==> src/rtl/reg_writeback.sv <==
// Register-file writeback: buffers ALU results in a FIFO, gives load data priority,
// retires one write per clock and holds NZCV. Optional pending mask: REG_WB_PENDING_EN.
module reg_writeback #(
    parameter int unsigned DEPTH = 4
) (
    input  logic        clock,
    input  logic        reset,
    input  logic        alu_valid,
    output logic        alu_ready,
    input  logic [3:0]  alu_rd,
    input  logic        alu_wen,
    input  logic [31:0] alu_result,
    input  logic        alu_set_flags,
    input  logic [3:0]  alu_flags,
    input  logic        mem_valid,
    input  logic [3:0]  mem_rd,
    input  logic [31:0] mem_data,
    output logic [31:0] write_reg,
    output logic [31:0] write_data,
    output logic        regwrite,
    output logic        negative_flag,
    output logic        zero_flag,
    output logic        carry_flag,
`ifdef REG_WB_PENDING_EN
    output logic        overflow_flag,
    output logic [15:0] pending
`else
    output logic        overflow_flag
`endif
);

    localparam int unsigned AW = (DEPTH > 1) ? $clog2(DEPTH) : 1;
    localparam int unsigned CW = AW + 1;

    typedef struct packed {
        logic [3:0]  rd;
        logic        wen;
        logic [31:0] result;
        logic        set_flags;
        logic [3:0]  flags;
    } entry_t;

    entry_t          fifo [DEPTH];
    logic [AW-1:0]   rd_ptr;
    logic [AW-1:0]   wr_ptr;
    logic [CW-1:0]   count;
    logic [3:0]      wr_idx;
    entry_t          head;
    logic            push;
    logic            pop;

    assign alu_ready = !reset && (count < CW'(DEPTH));
    assign push      = alu_valid && alu_ready;
    assign pop       = !mem_valid && (count != '0);
    assign head      = fifo[rd_ptr];
    assign write_reg = {28'd0, wr_idx};

    // FIFO storage carries no reset; occupancy is tracked by the pointers and count.
    always_ff @(posedge clock) begin
        if (!reset && push) begin
            fifo[wr_ptr] <= '{rd: alu_rd, wen: alu_wen, result: alu_result,
                              set_flags: alu_set_flags, flags: alu_flags};
        end
    end

    always_ff @(posedge clock) begin
        if (reset) begin
            rd_ptr        <= '0;
            wr_ptr        <= '0;
            count         <= '0;
            regwrite      <= 1'b0;
            wr_idx        <= '0;
            write_data    <= '0;
            negative_flag <= 1'b0;
            zero_flag     <= 1'b0;
            carry_flag    <= 1'b0;
            overflow_flag <= 1'b0;
        end else begin
            if (push) begin
                wr_ptr <= wr_ptr + AW'(1);
            end
            if (pop) begin
                rd_ptr <= rd_ptr + AW'(1);
            end
            case ({push, pop})
                2'b10:   count <= count + CW'(1);
                2'b01:   count <= count - CW'(1);
                default: count <= count;
            endcase

            // Load data always wins; buffered ALU results wait behind it.
            if (mem_valid) begin
                regwrite   <= 1'b1;
                wr_idx     <= mem_rd;
                write_data <= mem_data;
            end else if (pop) begin
                regwrite   <= head.wen;
                wr_idx     <= head.rd;
                write_data <= head.result;
                if (head.set_flags) begin
                    negative_flag <= head.flags[3];
                    zero_flag     <= head.flags[2];
                    carry_flag    <= head.flags[1];
                    overflow_flag <= head.flags[0];
                end
            end else begin
                regwrite <= 1'b0;
            end
        end
    end

`ifdef REG_WB_PENDING_EN
    // Mark every register targeted by an occupied slot that will write.
    always_comb begin
        logic [AW-1:0] off;
        pending = '0;
        off     = '0;
        for (int unsigned i = 0; i < DEPTH; i++) begin
            off = AW'(i) - rd_ptr;
            if ((CW'(off) < count) && fifo[i].wen) begin
                pending[fifo[i].rd] = 1'b1;
            end
        end
    end
`endif

endmodule

==> config.mk <==
export PLATFORM = sky130hd
export DESIGN_NAME = reg_writeback
export DESIGN_NICKNAME = d
export VERILOG_FILES = /design/src/rtl/reg_writeback.sv
export SDC_FILE = /design/constraint.sdc
export NUM_CORES = 1
export LEC_CHECK = 0
export CORE_ASPECT_RATIO = 0.9
export CORE_UTILIZATION = 48
export DETAILED_ROUTE_END_ITERATION = 8
export PLACE_DENSITY = 0.75
export SETUP_SLACK_MARGIN = 0.5
export SLEW_MARGIN = 20
export SYNTH_ARGS = -nofsm -noshare
export SYNTH_HDL_FRONTEND = slang
export SYNTH_SLANG_ARGS = --single-unit
==> constraint.sdc <==
create_clock -name clock -period 2.35 [get_ports clock]
set_input_delay 0.235 -clock clock [delete_from_list [all_inputs] [get_ports clock]]
set_output_delay 0.235 -clock clock [all_outputs]
set_load 0.005 [all_outputs]
==> out/qor.csv <==
metric,value,unit
finalClockSkew,0.00637,ns
clk_pin_slew_worst_paths,0.06,ns
yosysTopAreaCell,edfxtp_1,
status,completed,
std_cell_rows,46,
finalSetupTns,0,ns
wl_per_cell,19.2,microns
yosys-top-cells-area,"edfxtp_1 (57%), dfxtp_1 (11%), mux4_2 (11%)",
clockBufferDepth,3,
grt_max_degree,73,
slew_viol_final,0,
ys_types,31,
fin_crit,1.89,ns
hpwlAfterDp,10600,microns
drive_above_1_share,0.224,
io_buffers,123,
critPathArrivalTime,2.31,ns
fp.dieW,145,microns
clock_sinks,218,
first_pass_iters,4,
grt_pass1_vias,4861,
hold_class,in2reg,
ioPinCount,152,
dieHeight,130,microns
insertion_delay,0.50,ns
peakVddDrop,0.000579,V
hold_buffers,0,
cts_tree,built,
hold_depth,3,
fmax,0.530,GHz
antenna_found_initial,1,
criticalPathCategory,reg2reg,
r2r_cells,8,
drt-total-wl,17600,microns
ff2ff_setup_slack,0.46,ns
layout.cells.non_filler,918,
synth_warnings,0,
rsz0062_at_grt,true,
synth_top_area_frac,0.575,
dp.cells,873,
r2r_end,count[2],
h-tree-depth,1,
crit_required,2.77,ns
crit_fanout,6,
setup_violations,0,
fp.coreArea,17800,sq um
worstSetupEndpoint,count[2],
syn_inst,529,
vias,4894,
grt-ovfl-total,0,
max_cap_violations,0,
r2r-start,count[2],
grt_pass1_wl,26300,microns
worst_setup_path_start_kind,flop,
hold_viol_final,0,
areaGrowthSynthToFinish,25.3,%
ys_seq_area_frac,0.689,
grt.total_usage,0.187,
cts_made_buffers,22,
num_antenna_cells,0,
ys_seq_elements,218,
tightest_slew,0.814,ns
powerDensity,991,nW/um^2
initial_core_util,0.494,
nFillCells,1271,
die_area,18800,sq um
p_leak,0.00369,uW
syn_area_per_cell,16.6,sq um
place.gp.congestion,0.755,
worstSetupEndpointType,flop,
syn_area,8780,sq um
postRouteAntennaNets,0,
cts_root_buffer,clkbuf_16,
post_drt_via_cell_ratio,5.33,
drt_iter0_drc,257,
startpoint,count[2],
slew_headroom,0.457,
period_share,0.803,
fin_nets,750,
drc_errors,0,
worst max-delay path: stages (launching register included):
cell and delay (ns):
dfxtp_4 0.40, nor3_4 0.06, nor2_2 0.11, ha_2 0.21
inv_2 0.04, fa_2 0.33, xor2_1 0.15, or3_1 0.38
a21oi_2 0.12
routing by layer:
layer,wire length [microns],GRT usage
met1,7580,0.250
met4,346,0.0619
met2,8300,0.306
met3,1400,0.0415
met5,0,0
cell usage in the layout, fill, tap and decap left out, types with 3 or more instances in the layout:
cell,count
buf_12,5
ha_1,4
nor2_1,42
a31o_1,4
dfxtp_4,4
bufinv_16,3
clkbuf_16,23
nand4_1,4
nand2_1,73
and2_2,4
a311oi_2,36
clkdlybuf4s50_1,120
a21oi_1,8
mux4_2,42
dfxtp_1,45
clkbuf_1,5
conb_1,28
clkinv_2,3
buf_4,14
inv_1,10
edfxtp_1,168
metrics by stage:
| stage | power, uW | hold slack, ns | cell area (sq um) | setup slack [ns] | util |
|---|---|---|---|---|---|
| after global placement | 7180 | 0.467 | 10200 | 0.209 | 0.571 |
| after floorplan | 6490 | 0.334 | 8900 | 0.503 | - |
| final | 10900 | 0.163 | 11000 | 0.463 | 0.619 |
| after CTS | 10800 | 0.135 | 10900 | 0.493 | 0.614 |
| after detailed placement | 7260 | 0.479 | 10200 | 0.126 | 0.571 |
| after global routing | 11400 | 0.169 | 11000 | 0.406 | 0.619 |
layout make-up:
type | instances | area (sq um) | share of cell area
flip-flops and latches | 218 | 6060 | 0.551
multi-input cells | 265 | 2390 | 0.217
repair buffers | 143 | 1460 | 0.132
clock buffers | 29 | 608 | 0.0553
well taps | 240 | 300 | 0.0273
clock inverters | 11 | 138 | 0.0125
inverters | 12 | 45.0 | 0.00409
power breakdown:
part / switching, uW / internal, uW / leakage [uW]
Combinational: 1180 / 1350 / 0.00138
Clock: 1400 / 2160 / 0.000362
Sequential: 251 / 4560 / 0.00194
Yosys cell counts:
cell,instances
conb_1,1
buf_6,4
a21oi_1,9
a211oi_1,1
a31o_1,4
nor3b_2,1
nand2_1,73
xnor2_1,1
mux4_2,42
fa_1,1
and2_1,4
clkbuf_1,16
nor2_1,43
nand4_1,4
or4_1,2
buf_12,3
o31ai_1,2
buf_4,32
buf_2,6
a311oi_2,36
or3_1,2
edfxtp_1,168
o21ai_0,2
nor3_1,1
buf_1,1
nand3_1,1
dfxtp_1,50
xor2_1,2
inv_2,1
ha_1,5
inv_1,11
flip-flops by register name, summed over array words and instances (netlist names), named ones only:
name / flops
fifo: 168
overflow_flag: 1
negative_flag: 1
carry_flag: 1
zero_flag: 1
write_data: 32
count: 3
wr_idx: 4
rd_ptr: 2
regwrite: 1
wr_ptr: 2
worst min path at each step:
stage                 startpoint            end  slack (ns)
finish                 mem_valid  write_data[8]        0.16
floorplan           alu_flags[0]     fifo[0][0]        0.33
global route           mem_valid  write_data[9]        0.17
detailed placement     rd_ptr[1]           flop        0.48
CTS                    mem_valid  write_data[8]        0.13
global placement       rd_ptr[1]           flop        0.47
cells by family (layout without fill, tap and decap cells):
| family | after synthesis | in the layout | synth area share |
|---|---|---|---|
| flops | 218 | 218 | 0.689 |
| compound gates | 54 | 54 | 0.0744 |
| xor+xnor | 3 | 3 | 0.00299 |
| fa+ha+maj | 6 | 6 | 0.00941 |
| simple gates | 131 | 132 | 0.0610 |
| mux | 42 | 42 | 0.108 |
| buf+inv | 74 | 195 | 0.0552 |
| other cells | 1 | 28 | 0.000427 |
repair_timing:
| item | 4_1_cts | 5_1_grt |
|---|---|---|
| pin swaps | 2 | 6 |
| endpoints found under the setup margin | 26 | 42 |
| cloned | 0 | 1 |
| setup buffers | 0 | 4 |
| resized for setup | 6 | 7 |
Note: power is estimated with default switching activity, not from simulation.
